[config.mk]
export PLATFORM = sky130hd
export DESIGN_NAME = hist_readout
export DESIGN_NICKNAME = d
export VERILOG_FILES = /design/src/rtl/hist_pkg.sv /design/src/rtl/peak_tracker.sv /design/src/rtl/hist_readout.sv
export SDC_FILE = /design/constraint.sdc
export NUM_CORES = 1
export LEC_CHECK = 0
export CAP_MARGIN = 10
export CORE_AREA = 2 2 71 73
export CTS_CLUSTER_DIAMETER = 120
export CTS_CLUSTER_SIZE = 25
export DETAILED_ROUTE_END_ITERATION = 8
export DIE_AREA = 0 0 73 75
export DONT_BUFFER_PORTS = 1
export PLACE_DENSITY = 0.83
export SLEW_MARGIN = 10
export SYNTH_ARGS = -nofsm -noshare
export SYNTH_HDL_FRONTEND = slang
export SYNTH_HIERARCHICAL = 1
export SYNTH_SLANG_ARGS = --single-unit
export TNS_END_PERCENT = 30
[constraint.sdc]
create_clock -name clk -period 1.55 [get_ports clk]
set_input_delay 0.2325 -clock clk [delete_from_list [all_inputs] [get_ports clk]]
set_output_delay 0.2325 -clock clk [all_outputs]
set_load 0.05 [all_outputs]
[src/rtl/hist_pkg.sv]
// Shared definitions for the histogram block: default geometry and the
// sequencer state encoding. The histogram writer FSM imports this as well.
package hist_pkg;

  localparam int BIN_W_DEF = 10;  // log2 bins per pixel
  localparam int PIX_W_DEF = 2;   // log2 pixels per histogram RAM
  localparam int CNT_W_DEF = 8;   // width of one bin count

  typedef enum logic [2:0] {
    ST_IDLE  = 3'd0,
    ST_READ  = 3'd1,
    ST_DRAIN = 3'd2,
    ST_EMIT  = 3'd3,
    ST_DONE  = 3'd4
  } state_t;

endpackage

[src/rtl/peak_tracker.sv]
// Running maximum of a stream of bin counts. Only a strictly larger count
// replaces the held value, so ties keep the lowest bin. Counts are unsigned.
module peak_tracker
  import hist_pkg::*;
#(
  parameter int BIN_W = BIN_W_DEF,
  parameter int CNT_W = CNT_W_DEF
) (
  input  logic             clk,
  input  logic             res,
  input  logic             init,
  input  logic             valid,
  input  logic [CNT_W-1:0] data,
  input  logic [BIN_W-1:0] bin,
  output logic [CNT_W-1:0] max_cnt,
  output logic [BIN_W-1:0] max_bin
);

  logic [CNT_W-1:0] r_max_cnt;
  logic [BIN_W-1:0] r_max_bin;

  // Clear on reset or pixel start, otherwise capture strictly larger counts
  always_ff @(posedge clk) begin
    if (!res) begin
      r_max_cnt <= '0;
      r_max_bin <= '0;
    end else if (init) begin
      r_max_cnt <= '0;
      r_max_bin <= '0;
    end else if (valid && (data > r_max_cnt)) begin
      r_max_cnt <= data;
      r_max_bin <= bin;
    end
  end

  assign max_cnt = r_max_cnt;
  assign max_bin = r_max_bin;

endmodule

[src/rtl/hist_readout.sv]
// Histogram readout sequencer. Sweeps every bin of every pixel through the
// histogram RAM, optionally clearing each bin after it is read, and emits the
// peak bin/count of each pixel on a result stream.
//
// Result stream handshake: out_valid rises when a pixel's peak is known and
// stays high with out_pix/out_bin/out_cnt frozen until a cycle in which
// out_ready is also high; that cycle is the transfer. out_ready may be held
// high permanently, in which case each result is presented for one cycle.
module hist_readout
  import hist_pkg::*;
#(
  parameter int BIN_W = BIN_W_DEF,
  parameter int PIX_W = PIX_W_DEF,
  parameter int CNT_W = CNT_W_DEF
) (
  input  logic               clk,
  input  logic               res,
  input  logic               start,
  input  logic               clear_en,
  output logic [PIX_W+BIN_W-1:0] raddr,
  output logic               ren,
  input  logic [CNT_W-1:0]   rdata,
  output logic [PIX_W+BIN_W-1:0] waddr,
  output logic               wen,
  output logic [CNT_W-1:0]   wdata,
  output logic               out_valid,
  input  logic               out_ready,
  output logic [PIX_W-1:0]   out_pix,
  output logic [BIN_W-1:0]   out_bin,
  output logic [CNT_W-1:0]   out_cnt,
  output logic               busy,
  output logic               done,
  output state_t             dbg_state
);

  localparam int AW = PIX_W + BIN_W;

  state_t           r_state;
  state_t           w_state_nxt;
  logic [PIX_W-1:0] r_pix;
  logic [PIX_W-1:0] w_pix_nxt;
  logic [BIN_W-1:0] r_bin;
  logic [BIN_W-1:0] w_bin_nxt;
  logic             r_clr;       // clear mode latched at start
  logic             w_clr_nxt;
  logic             r_rd_vld;    // a read was issued last cycle, rdata is live
  logic [AW-1:0]    r_prev_addr; // address of that read, reused for the clear
  logic             w_ren;
  logic             w_init;
  logic             w_last_bin;
  logic             w_last_pix;
  logic [AW-1:0]    w_raddr;
  logic [CNT_W-1:0] w_max_cnt;
  logic [BIN_W-1:0] w_max_bin;
  logic [BIN_W-1:0] w_rd_bin;

  assign w_last_bin = (r_bin == {BIN_W{1'b1}});
  assign w_last_pix = (r_pix == {PIX_W{1'b1}});
  assign w_raddr    = w_ren ? {r_pix, r_bin} : '0;
  assign w_rd_bin   = r_prev_addr[BIN_W-1:0];

  // Next-state, counter and read-issue decode
  always_comb begin
    w_state_nxt = r_state;
    w_pix_nxt   = r_pix;
    w_bin_nxt   = r_bin;
    w_clr_nxt   = r_clr;
    w_ren       = 1'b0;
    w_init      = 1'b0;
    case (r_state)
      ST_IDLE: begin
        if (start) begin
          w_state_nxt = ST_READ;
          w_pix_nxt   = '0;
          w_bin_nxt   = '0;
          w_clr_nxt   = clear_en;
        end
      end
      ST_READ: begin
        w_ren     = 1'b1;
        // first read of a pixel: restart the peak search
        w_init    = (r_bin == '0);
        w_bin_nxt = r_bin + 1'b1;
        if (w_last_bin) begin
          w_state_nxt = ST_DRAIN;
        end
      end
      ST_DRAIN: begin
        // last rdata of the pixel is consumed here
        w_state_nxt = ST_EMIT;
      end
      ST_EMIT: begin
        if (out_ready) begin
          if (w_last_pix) begin
            w_state_nxt = ST_DONE;
          end else begin
            w_state_nxt = ST_READ;
            w_pix_nxt   = r_pix + 1'b1;
            w_bin_nxt   = '0;
          end
        end
      end
      ST_DONE: begin
        w_state_nxt = ST_IDLE;
      end
      default: begin
        w_state_nxt = ST_IDLE;
      end
    endcase
  end

  // State, counters and the one-cycle read pipeline
  always_ff @(posedge clk) begin
    if (!res) begin
      r_state     <= ST_IDLE;
      r_pix       <= '0;
      r_bin       <= '0;
      r_clr       <= 1'b0;
      r_rd_vld    <= 1'b0;
      r_prev_addr <= '0;
    end else begin
      r_state     <= w_state_nxt;
      r_pix       <= w_pix_nxt;
      r_bin       <= w_bin_nxt;
      r_clr       <= w_clr_nxt;
      r_rd_vld    <= w_ren;
      r_prev_addr <= w_raddr;
    end
  end

  peak_tracker #(
    .BIN_W (BIN_W),
    .CNT_W (CNT_W)
  ) u_peak (
    .clk     (clk),
    .res     (res),
    .init    (w_init),
    .valid   (r_rd_vld),
    .data    (rdata),
    .bin     (w_rd_bin),
    .max_cnt (w_max_cnt),
    .max_bin (w_max_bin)
  );

  assign ren       = w_ren;
  assign raddr     = w_raddr;
  // clear each bin in the cycle its data comes back
  assign wen       = r_rd_vld && r_clr;
  assign waddr     = wen ? r_prev_addr : '0;
  assign wdata     = '0;
  assign out_valid = (r_state == ST_EMIT);
  assign out_pix   = out_valid ? r_pix     : '0;
  assign out_bin   = out_valid ? w_max_bin : '0;
  assign out_cnt   = out_valid ? w_max_cnt : '0;
  assign busy      = (r_state != ST_IDLE);
  assign done      = (r_state == ST_DONE);
  assign dbg_state = r_state;

endmodule

Yosys cells after proc, flatten, opt, wreduce, memory -nomap -nowiden. Index checks and enable logic that the tools add are counted.

Bits of input ports: 13. Logic and storage cells: 54. Flip-flop bits (word level): 47. Output and inout bits: 60.

Bitwise operators: 1. Equal/unequal tests: 10. Reduce and logical (&&, ||, !) cells: 12. $add $sub $neg: 2. Magnitude comparators: 1. Muxes and demuxes: 20.

Operators by type and width (number): 10-bit two-way mux (4); 10-bit case mux with 3 select lines (1); 12-bit two-way mux (2); 3-bit two-way mux (4); 3-bit case mux with 4 select lines (1); 10-bit by 1-bit adder with 10-bit output, second input constant (1); 10-bit equality test, second input constant (1); 10-bit zero test (1); 8-bit > comparator (1); 2-bit two-way mux (4); 8-bit two-way mux (1); 4-bit AND reduction (2); 3-bit by 2-bit equality test with 1-bit output, second input constant (2); 2-bit inequality test, second input constant (3); 3-bit nonzero test (2); 2-bit case mux with 2 select lines (1); 3-bit by 1-bit equality test with 1-bit output, second input constant (1); 3-bit equality test, second input constant (1); 3-bit zero test (1); 3-bit AND reduction (1); 2-bit by 1-bit adder with 2-bit output, second input constant (1); 2-bit equality test, second input constant (1); 1-bit logical AND (2); 1-bit two-way mux (2); 5 further kinds (5).

Logic depth before layout (Yosys ltp).
Word-level depth: 4. Mapped depth: 9.

By module. The synthesis kept the hierarchy.

By module, submodules not included: hist_readout (area an instance 1581.5 um^2, seq. area each 580.6 um^2, cells each 192, instances 1); peak_tracker (area an instance 994.7 um^2, seq. area each 360.3 um^2, cells each 113, instances 1).

Worst setup path after synthesis. No wires, ideal clock.

Path type: register -> output. From: register r_state[1] (netlist: dbg_state[1]). To: output raddr[10]. Stages on the path, launching flop included: 7. Data arrival time: 2.374 ns. Slack: -1.057 ns. Path through: dfxtp_1 > buf_6 > or3b_1 > clkbuf_1 > inv_2 > clkbuf_1 > and2_1.

Longest elaborated chain between the ends: 3.

Ends and longest elaborated chain: start: declaration (RTL line hist_readout.sv:38) `state_t r_state;`; start signal: assignment (RTL line hist_readout.sv:122) `r_state <= w_state_nxt;`; 3-bit by 1-bit equality test with 1-bit output (RTL line hist_readout.sv:70) `case (r_state)`; 1-bit two-way mux (RTL line hist_readout.sv:70); via ren (RTL line hist_readout.sv:21) `output logic ren,`; 12-bit two-way mux (RTL line hist_readout.sv:59) `assign w_raddr = w_ren ? {r_pix, r_bin} : '0;`; end: declaration (RTL line hist_readout.sv:20) `output logic [PIX_W+BIN_W-1:0] raddr,`.

The timed path passes the listed nets, and every way through them passes these cells.

Worst setup path after layout.
From: register u_peak.r_max_cnt[7] (netlist: u_peak/max_cnt[7]). To: register u_peak.r_max_bin[5] (netlist: u_peak/max_bin[5]).

Longest elaborated chain between the ends: 2.

Ends and longest elaborated chain: start: declaration (RTL line peak_tracker.sv:19) `logic [CNT_W-1:0] r_max_cnt;`; start signal: assignment (RTL line peak_tracker.sv:31) `r_max_cnt <= data;`; 8-bit > comparator (RTL line peak_tracker.sv:30) `end else if (valid && (data > r_max_cnt)) begin`; 1-bit logical AND (RTL line peak_tracker.sv:30); end signal: assignment (RTL line peak_tracker.sv:32) `r_max_bin <= bin;`; end: declaration (RTL line peak_tracker.sv:20) `logic [BIN_W-1:0] r_max_bin;`.

No other way between the ends. A chain may end at the register's enable or synchronous reset.

==> summary.txt <==
Core ar.: 4660 um2
Syn Inst Count: 305
outcome: finished, violations left
Die W: 73 um
Hold Path Sink: u_peak/max_cnt[6]
Hold Path Class: in2reg
DRT antenna net count: 0
Unique masters post-synth: 51
via count: 2,614
hold slack: 0.0614 ns
FILL cells: 271
largest net degree at the start of global routing: 23
worst-margin pin slew: 0.630 ns
hold path depth: 2
# clock sinks: 47
Final Util: 82.1%
Post-synth EDFFs: 0
Startpoint Class: flop
# IOs: 73
area share of the largest cell type after synthesis: 36.5%
Inst Count DP: 411
Max H-tree Level: 2
final setup fails: 60
initial antenna violation count: 0
failing checks: setup timing
most used flip-flop cell after synthesis: dfxtp_1
worst-case reg-to-reg path depth: 9
CTS root buffer: clkbuf_8
WL/cell: 18.2 um
Slew Limit Fails: 0
Longest Clk Path Bufs: 2
CTS tree: yes
# Max-Cap Violations: 0
clk_lat worst skew: 0.31 ns
most common cell after layout, fill and taps aside: buf_4
Mean Syn Cell Area: 8.45 um2
Fmax achieved: 515 MHz
# port buffers: 0
RSZ-0062 raised after global routing: true
wirelength, routed: 7930 um
Die Y: 75 um
setup ws final: -0.392 ns
cells taking the most area after synthesis: dfxtp_1 37%, and2_1 7.5%, and3_1 5.3%
Finished Layout Cells: 436
power after layout: 0.00297 W
Post-synth ARST share: 0%
initial DRC count: 152
Starting Density: 55.3%
VDD IR max: 0.807 mV
PwrDens: 776 nW/um2
antenna cell count: 0
Crit Path Class: reg2reg
Die Area: 5480 um2
Worst Min Path Start: rdata[6]
DRC: 0
Synth area leader: dfxtp_1
Cell Rows: 25
grt ovf: 0
layout cell share with drive strength beyond 1: 47.4%
Final nets: 406
Global Route Usage Sum: 28.1%
worst-path maximum fanout: 7
CTS Buf Count: 5
vias in the first global route: 2,507
HPWL Detailed: 4880 um
R2R Setup Slk: -0.39 ns
Avg Vias per Cell: 6.00
Yosys reg bits: 47
Post-Syn Area: 2580 um2
reg2reg end: u_peak/max_bin[5]
Final min period: 1.94 ns
first-pass GRT wire length: 11,800 um
FF-to-FF Start: u_peak/max_cnt[7]
period utilisation layout: 125%
Syn-to-layout area delta: 48.5%
Max Clock Skew: 0.00949 ns
clock slew at reported path FFs: 0.09 ns
max_slew headroom: 57.8%
sequential area share after synthesis: 36.5%
placer congestion estimate: 0.943
arrival time worst endpoint: 2.18 ns
Hold Vio Cnt, Final: 0
Lkg Pwr: 1.63 nW
highest-count cells in the layout ignoring fill and taps: 66 x buf_4, 37 x dfxtp_1, 29 x and2_4
synthesis warning total: 6
setup TNS: -13.94 ns
element type at the critical path end: flop
# hold bufs at CTS: 0
Req. time, crit path: 1.79 ns
Pre-antenna DRT Iters: 4
## metal layers
metal / up-vias / part of all wire [%] / GRT usage (%)
li1: 1202 / - / -
met1: 1265 / 38 / 32.5
met2: 118 / 54 / 52.8
met3: 29 / 5.5 / 4.82
met4: 0 / 2.7 / 8.64
met5: - / 0 / 0
## worst max-delay path, stage by stage, from the launching register on
cell and delay (ns):
dfxtp_2 0.35, inv_2 0.05, ha_4 0.27, nand4_1 0.13, buf_4 0.18, o31a_1 0.35, o31ai_4 0.13, buf_6 0.19
o21ai_1 0.08, a21boi_1 0.14
## cells by family after synthesis
kind of cell	synth area share [%]
AOI/OAI and AO/OA	17.6
xor gates and xnor gates	1.02
adders and majority gates	5.34
buffers and inverters	10.1
DFF	36.5
muxes	0.777
other	0.146
and+or+nand+nor	28.6
## flip-flops by register name (all words and copies together), names as in the netlist
name            count
u_peak/max_cnt      8
dbg_state           3
r_pix               2
r_prev_addr        12
u_peak/max_bin     10
r_clr               1
r_rd_vld            1
r_bin              10
## cells in the mapped netlist (2+ instances only)
master / number
and3_1: 22
nand3_1: 22
nor2b_1: 2
and2_1: 31
a21oi_1: 9
clkbuf_2: 2
mux2i_1: 2
dfxtp_1: 47
nor4_1: 3
clkbuf_1: 11
or3_1: 2
nand2b_1: 2
ha_1: 11
nand4_1: 3
a211oi_1: 3
inv_1: 15
nand2_1: 10
o31ai_1: 3
a21o_1: 2
or4_1: 3
nor3_1: 7
buf_6: 4
a21boi_0: 8
o21ai_1: 5
nor2_1: 16
buf_4: 11
a21boi_1: 10
xnor2_1: 3
o21ai_0: 14
## stage by stage
stage	area [um2]	worst slack, ns
2_1_floorplan	2720	-0.260
5_1_grt	3820	-0.449
6_report	3820	-0.392
3_3_place_gp	3320	-0.528
4_1_cts	3670	-0.245
3_5_place_dp	3320	-0.704
## how the worst max path moves through the flow
| stage | from | to | depth (start not counted) |
|---|---|---|---|
| 3_5_place_dp | u_peak/max_cnt[5] | u_peak/max_bin[9] | 7 |
| 3_3_place_gp | u_peak/max_cnt[7] | u_peak/max_bin[1] | 7 |
| 4_1_cts | dbg_state[2] | raddr[5] | 4 |
| 5_1_grt | u_peak/max_cnt[7] | u_peak/max_bin[8] | 9 |
| 2_1_floorplan | dbg_state[1] | u_peak/max_bin[4] | 8 |
| 6_report | u_peak/max_cnt[7] | u_peak/max_bin[5] | 9 |
## timing repair
item	CTS	global route
setup endpoints to repair	59	79
buffers inserted	8	9
resized for setup	68	22
pin swaps	43	21
gates cloned	1	0
## area by class of cell
| cell class | instances | area, um2 | share of cell area [%] |
|---|---|---|---|
| well taps | 54 | 67.6 | 1.77 |
| multi-input cells | 220 | 1670 | 43.6 |
| inverters | 16 | 72.6 | 1.90 |
| clock inverters | 2 | 36.3 | 0.949 |
| clock buffers | 5 | 68.8 | 1.80 |
| flip-flops and latches | 47 | 961 | 25.1 |
| repair buffers | 92 | 950 | 24.8 |
## power breakdown
group,total (W),leakage [nW],switching (W),internal (W)
Sequential,0.00126,0.385,0.0000235,0.00123
Combinational,0.000820,1.19,0.000483,0.000337
Clock,0.000891,0.0545,0.000418,0.000473
Note: power is estimated with default switching activity, not from simulation.
==> RTL edit, RTL diff (config.mk and constraints unchanged) <==
The package constant `CNT_W_DEF` goes from 8 to 6.
--- a/src/rtl/hist_pkg.sv
+++ b/src/rtl/hist_pkg.sv
@@ -4,7 +4,7 @@
 
   localparam int BIN_W_DEF = 10;  // log2 bins per pixel
   localparam int PIX_W_DEF = 2;   // log2 pixels per histogram RAM
-  localparam int CNT_W_DEF = 8;   // width of one bin count
+  localparam int CNT_W_DEF = 6;   // width of one bin count
 
   typedef enum logic [2:0] {
     ST_IDLE  = 3'd0,
Ports: changed (resized out_cnt, rdata and wdata); port bits go from 73 to 67. The function was not compared with the original's and may differ.
==> RTL edit against the unedited design <==
The run still ends with negative setup slack left; wire length hardly changed; sequential cell count is 2 lower; clock power is 9.5% lower; setup slack worse by 5.0 ps; synthesized area is 9.5% lower; global-route usage is 0.53 points higher; first-iteration DRC count is 64% higher; power is 17% lower; final area is 6.9% lower; critical endpoint is now raddr[3]; highest routed layer unchanged.
==> RTL edit: results (changes against the unedited design) <==
qor: min_path.hold-path-endpoint dbg_state[2]$_SDFFE_PN0P_ [was u_peak/max_cnt[6]$_SDFFE_PP0P_]
qor: finish.fraction_of_layout_cells_with_a_size_suffix_above_1 43.3% [was 47.4%]
qor: setup_path.worst_r2r_path_depth 8 [was 9]
qor: drt.postRouteWirelength 7930 um [about the same]
qor: timing.setup_tns -14380 ps [was -13940 ps]
qor: yosys.synth_commonest_cells nand2_1 (49), dfxtp_1 (45), and2_1 (27) [was dfxtp_1 (47), and2_1 (31), and3_1 (22), nand3_1 (22), nor2_1 (16)]
qor: global_route.grt_start_max_net_pins 21 [was 23]
qor: finish.fin_cells 414 [was 436]
qor: setup_path.critical_path_peak_fanout 8 [was 7]
qor: setup_path.rrSetupSlack -290 ps [was -390 ps]
qor: place.dpl-instance-area 3130 um2 [was 3320 um2]
qor: timing.setup_ws -397 ps [was -392 ps]
qor: place.detailed_placement_wirelength_estimate 4450 um [was 4880 um]
qor: setup_path.critical_path.slowest_cell or3b_4 [was dfxtp_2]
qor: global_route.grt_util_all_layers 28.6% [was 28.1%]
qor: pwr.static-leakage-power 1.51 nW [was 1.63 nW]
qor: drt.route.met3.wl 655 um [was 439 um]
qor: drt.dr_wl_met2 3930 um [was 4280 um]
qor: setup_path.crit_path_dat 1710 ps [was 2180 ps]
qor: cts.postCtsSetupRepairBufs 7 [was 8]
qor: run_status.run_status complete, but fails checks [unchanged]
qor: drt.drt-met1-wl 3070 um [was 2990 um]
qor: yosys.netlist_instances 287 [was 305]
qor: setup_path.regToRegEndpoint u_peak/max_bin[2]$_SDFFE_PP0P_ [was u_peak/max_bin[5]$_SDFFE_PP0P_]
qor: pwr.p_comb_share 19.3% [was 27.6%]
qor: yosys.most_frequent_cell_after_synthesis nand2_1 [was dfxtp_1]
qor: yosys.synth.top_cells.by_area dfxtp_1 (39%), nand2_1 (7.9%), mux2i_1 (7.7%) [was dfxtp_1 (37%), and2_1 (7.5%), and3_1 (5.3%)]
qor: min_path.min-delay-start res [was rdata[6]]
qor: timing.setup_viol 60 [unchanged]
qor: setup_path.worst_r2r_start u_peak/max_cnt[3]$_SDFFE_PP0P_ [was u_peak/max_cnt[7]$_SDFFE_PP0P_]
qor: setup_path.worstSetupEndpoint raddr[3] [was u_peak/max_bin[5]$_SDFFE_PP0P_]
qor: global_route.met2_usage 48.3% [was 52.8%]
qor: yosys.netlist-cell-type-count 42 [was 51]
qor: run_status.failed_checks negative setup slack [unchanged]
## RTL edit: cell count changes in the layout (fill, tap and decap cells not counted), sizes merged, moves of 4 or more
cell	change
nand2	+39
a21boi	-18
nand3	-17
mux2i	+16
o21ai	-13
buf	-11
a31oi	+5
and2	-4
o31ai	-4
## RTL edit: area by class of cell
cell class              instances  area [um2]
repair buffers                 82         880
multi-input cells             209        1530
fillers                       270        1100
flip-flops and latches         45         917
inverters                      17        67.6
well taps                      54        67.6
clock buffers                   6        93.8
clock inverters                 1        5.00
## RTL edit: cells by family (layout without fill, tap and decap cells)
group / Yosys count / after routing / synth area share, %
simple gates: 144 / 146 / 31.5
flops: 45 / 45 / 38.6
buf+inv: 40 / 106 / 8.43
compound gates: 30 / 30 / 8.70
mux: 18 / 18 / 7.73
fa+ha+maj: 9 / 9 / 4.83
other cells: 1 / 6 / 0.161
## RTL edit: critical path: cells and delay by family, from the launching register on
family,cells,cell delay [ps]
buf+inv,3,430
flops,1,330
simple gates,2,650
